## config.mk

```make
export PLATFORM = sky130hd
export DESIGN_NAME = universal_register
export DESIGN_NICKNAME = d
export VERILOG_FILES = /design/src/rtl/universal_register.sv
export SDC_FILE = /design/constraint.sdc
export NUM_CORES = 1
export LEC_CHECK = 0
export BUFFER_PORTS_ARGS = -buffer_cell sky130_fd_sc_hd__clkbuf_2
export CORE_ASPECT_RATIO = 0.6
export CORE_MARGIN = 4
export CORE_UTILIZATION = 40
export CTS_CLUSTER_SIZE = 25
export DETAILED_ROUTE_END_ITERATION = 7
export PLACE_DENSITY = 0.66
export SKIP_CTS_REPAIR_TIMING = 1
export SLEW_MARGIN = 20
export SYNTH_ARGS = -nofsm -noshare
export SYNTH_HDL_FRONTEND = slang
export SYNTH_SLANG_ARGS = --single-unit
```

## constraint.sdc

```tcl
create_clock -name clk -period 2.3 [get_ports clk]
set_input_delay 0.345 -clock clk [delete_from_list [all_inputs] [get_ports clk]]
set_output_delay 0.345 -clock clk [all_outputs]
set_load 0.01 [all_outputs]
```

## src/rtl/universal_register.sv

```systemverilog
// General-purpose WIDTH-bit datapath register: load, shift/rotate, inc/dec,
// plus a handshaked multi-cycle burst shift/rotate (IDLE -> BURST -> DONE).
module universal_register #(
   parameter int WIDTH = 4,
   parameter logic [WIDTH-1:0] RESET_VALUE = '0,
   parameter int CW = $clog2(WIDTH + 1)
) (
   input  logic             clk,
   input  logic             rst,
   input  logic             E,
   input  logic [2:0]       mode,
   input  logic [WIDTH-1:0] D,
   input  logic             sin_l,
   input  logic             sin_r,
   input  logic             start,
   input  logic [CW-1:0]    cnt,
   output logic [WIDTH-1:0] Q,
   output logic             carry,
   output logic             zero,
   output logic             busy,
   output logic             done
);

   typedef enum logic [1:0] {IDLE, BURST, DONE} state_t;

   state_t           state, state_next;
   logic [CW-1:0]    remaining, remaining_next;
   logic [2:0]       burst_mode, burst_mode_next;
   logic [WIDTH-1:0] q_next;
   logic             carry_next;
   logic [2:0]       exec_mode;
   logic [WIDTH:0]   op_result;

   function automatic logic is_shift(input logic [2:0] m);
      return m inside {[3'b010:3'b101]};
   endfunction

   // Result is {carry, Q} after one execution of mode m.
   function automatic logic [WIDTH:0] apply_op(
      input logic [2:0]       m,
      input logic [WIDTH-1:0] q,
      input logic             c,
      input logic [WIDTH-1:0] d,
      input logic             sl,
      input logic             sr
   );
      case (m)
         3'b001:  return {1'b0, d};
         3'b010:  return {q[WIDTH-1], q[WIDTH-2:0], sr};
         3'b011:  return {q[0], sl, q[WIDTH-1:1]};
         3'b100:  return {q[WIDTH-1], q[WIDTH-2:0], q[WIDTH-1]};
         3'b101:  return {q[0], q[0], q[WIDTH-1:1]};
         3'b110:  return {1'b0, q} + {{WIDTH{1'b0}}, 1'b1};
         3'b111:  return {(q == '0), q - WIDTH'(1)};
         default: return {c, q};
      endcase
   endfunction

   assign exec_mode = (state == BURST) ? burst_mode : mode;
   assign op_result = apply_op(exec_mode, Q, carry, D, sin_l, sin_r);

   always_comb begin
      state_next      = state;
      q_next          = Q;
      carry_next      = carry;
      remaining_next  = remaining;
      burst_mode_next = burst_mode;
      case (state)
         IDLE: begin
            if (E) begin
               if (start && is_shift(mode)) begin
                  burst_mode_next = mode;
                  if (cnt == '0) begin
                     state_next = DONE;
                  end else begin
                     {carry_next, q_next} = op_result;
                     remaining_next       = cnt - CW'(1);
                     state_next           = (cnt == CW'(1)) ? DONE : BURST;
                  end
               end else begin
                  {carry_next, q_next} = op_result;
               end
            end
         end
         BURST: begin
            // Pausing with E low freezes Q, carry and the remaining count.
            if (E) begin
               {carry_next, q_next} = op_result;
               remaining_next       = remaining - CW'(1);
               if (remaining == CW'(1)) state_next = DONE;
            end
         end
         DONE:    state_next = IDLE;
         default: state_next = IDLE;
      endcase
   end

   always_ff @(posedge clk) begin
      if (!rst) begin
         state      <= IDLE;
         Q          <= RESET_VALUE;
         carry      <= 1'b0;
         remaining  <= '0;
         burst_mode <= '0;
      end else begin
         state      <= state_next;
         Q          <= q_next;
         carry      <= carry_next;
         remaining  <= remaining_next;
         burst_mode <= burst_mode_next;
      end
   end

   assign busy = (state == BURST);
   assign done = (state == DONE);
   assign zero = (Q == '0);

endmodule

```

==> out/qor.yml <==
outcome:
  status: "finished, final reports clean"
timing:
  setup_viol: 0
  worstMarginPinSlew_ps: 550
  final.setup.tns_ps: 0
  post-route-min-period_ps: 2060
  slew-limit-headroom: 0.631
  rsz0062_at_grt: "no"
  finalHoldViolations: 0
  fin_skew_ps: 4.43
  fin_crit_sh: 0.895
  fmax_mhz: 486
  slew_violations: 0
layout:
  multi_input_area_um2: 845
  area_growth_pct: 15.4
  seq_area_um2: 260
  antenna_cells: 0
  final_cell_mix: "23 x clkbuf_2, 13 x dfxtp_1, 11 x nand2_1, 10 x inv_1, 9 x nor2_1"
  final_core_util: 0.481
  drive_gt1_frac: 0.216
  nFillCells: 289
  nets: 191
  final_common_cell: "clkbuf_2"
cts:
  htreeDepth: 1
  clk_pin_slew_worst_paths_ps: 60
  cts_buffer_depth: 2
  cts_inserted_buffers: 3
  cts-root-buf: "clkbuf_8"
  cts_sinks: 13
  tritoncts: "yes"
  insertion_delay_ps: 250
yosys:
  synth_cell_types: 51
  ys_warn_count: 0
  syn_area_mm2: 0.00120
  postSynthAreaPerCell_um2: 8.25
  synthCells: 145
  synthesis.nets: 168
  seq_area_frac_synth: 0.218
  dominantRegCellSynth: "dfxtp_1"
  synth_edf_count: 0
  ys_seq_elements: 13
  async_reset_ff_frac: 0
setup_path:
  path_class: "flop to flop"
  startpoint_type: "flop"
  critPathRequiredTime_ps: 2430
  critPathCaptureType: "flop"
  cp_data_arrival_time_ps: 2190
  path_max_fanout: 12
power_and_ir_drop:
  irDropWorstVdd_uv: 223
  power_density_mw_per_mm2: 521
  power.leakage_nw: 0.600
  design_power_total_mw: 0.719
floorplanning:
  start_util: 0.417
  pin_count: 24
  core_area_mm2: 0.00287
  fp.dieW_um: 78.6
  die_h_um: 50.4
  die_area_mm2: 0.00396
  num_rows: 15
grt:
  grt_pass1_wl_mm: 5.21
  grt_antenna_before_repair: 0
  track_usage: 0.169
  grt_pass1_vias: 1075
  overflow: 0
  grt_max_degree: 13
detailed_routing:
  drt-initial-drc-count: 132
  wl_mm: 3.14
  post_drt_via_cell_ratio: 5.67
  via_count: 1184
  first_pass_iters: 5
  postRouteAntennaNets: 0
  drc: 0
  avgRoutedWirePerCell_um: 15.0
hold_path:
  hold_class: "input pin to flop"
place:
  io_buffers: 23
  hpwl_mm: 2.42
  routabilityCongestion: 0.951
flow_run:
  maxCapViolations: 0
## worst paths after layout
check | depth (start not counted) | from | slack (ps) | to
worst max register to register | 5 | state[1] | 240 | Q[2]
worst max-delay path | 5 | state[1] | 240 | Q[2]
worst min register to register | 2 | remaining[1] | 460 | remaining[1]
worst min-delay path | 3 | D[3] | 410 | Q[3]
## worst max-delay path: stages (launching register included)
cell      delay, ps
dfxtp_1         490
nand2b_4        320
mux2_4          390
mux2_1          330
a211oi_1        290
o211ai_1        120
## state kept, by name (all words and copies together), names as in the netlist
name	count
remaining	3
Q	4
burst_mode	3
state	2
carry	1
## cells by family (layout without fill, tap and decap cells)
group | after synthesis | count (layout) | synth area share
XOR/XNOR | 3 | 3 | 0.0220
buffers and inverters | 18 | 40 | 0.0764
adder cells (fa/ha/maj) | 7 | 7 | 0.0732
multiplexers | 12 | 12 | 0.110
AO/OA/AOI/OAI | 45 | 45 | 0.279
AND/OR/NAND/NOR | 47 | 47 | 0.222
flip-flops | 13 | 13 | 0.218
## per-layer routing
| metal | up-vias | track usage | part of all wire |
|---|---|---|---|
| met2 | 43 | 0.225 | 0.41 |
| met4 | 0 | 0.0465 | 0.011 |
| li1 | 592 | - | - |
| met1 | 545 | 0.265 | 0.52 |
| met3 | 4 | 0.0376 | 0.061 |
| met5 | - | 0 | 0 |
## synthesized netlist by cell type (2+ instances only)
cell type,count,area (um^2)
a21o_1,3,22.5
o211ai_1,2,15.0
inv_1,10,37.5
clkbuf_1,3,11.3
buf_2,2,10.0
mux2i_1,8,80.1
nand2_1,11,41.3
nand3b_1,2,15.0
nor3b_1,4,30.0
o221ai_1,2,17.5
o31ai_1,2,15.0
a2111o_1,2,22.5
nor2b_1,2,12.5
o21a_1,3,22.5
dfxtp_1,13,260
mux2_1,2,22.5
xnor2_1,2,17.5
nor3_1,3,15.0
nand3_1,6,30.0
a211oi_1,3,22.5
ha_1,7,87.6
a31oi_1,5,31.3
and2_1,2,12.5
o21ai_0,5,25.0
nor2_1,9,33.8
a21oi_1,5,25.0
o21ai_1,3,15.0
## power breakdown
| part | leakage [nW] | internal [mW] | total, mW | switching (mW) |
|---|---|---|---|---|
| combinational | 0.469 | 0.103 | 0.234 | 0.131 |
| clock | 0.0255 | 0.120 | 0.215 | 0.0946 |
| sequential | 0.106 | 0.241 | 0.271 | 0.0294 |
| total | 0.600 | 0.464 | 0.719 | 0.255 |
## stage by stage
stage                     area, um^2  worst slack [ps]  cells  hold WS (ps)
after floorplan                 1200               501    145           432
after global placement          1330               422    205           445
after detailed placement        1330               304    205           452
after CTS                       1380               257    209           402
after global routing            1380               135    209           413
final                           1380               240    209           407
## final cells by class
| type | instances | area share |
|---|---|---|
| repair buffers | 25 | 0.0943 |
| multi-input cells | 114 | 0.612 |
| flip-flops and latches | 13 | 0.189 |
| clock buffers | 3 | 0.0299 |
| inverters | 11 | 0.0335 |
| well taps | 42 | 0.0381 |
| clock inverters | 1 | 0.00363 |
(Power assumes the default switching activity.)
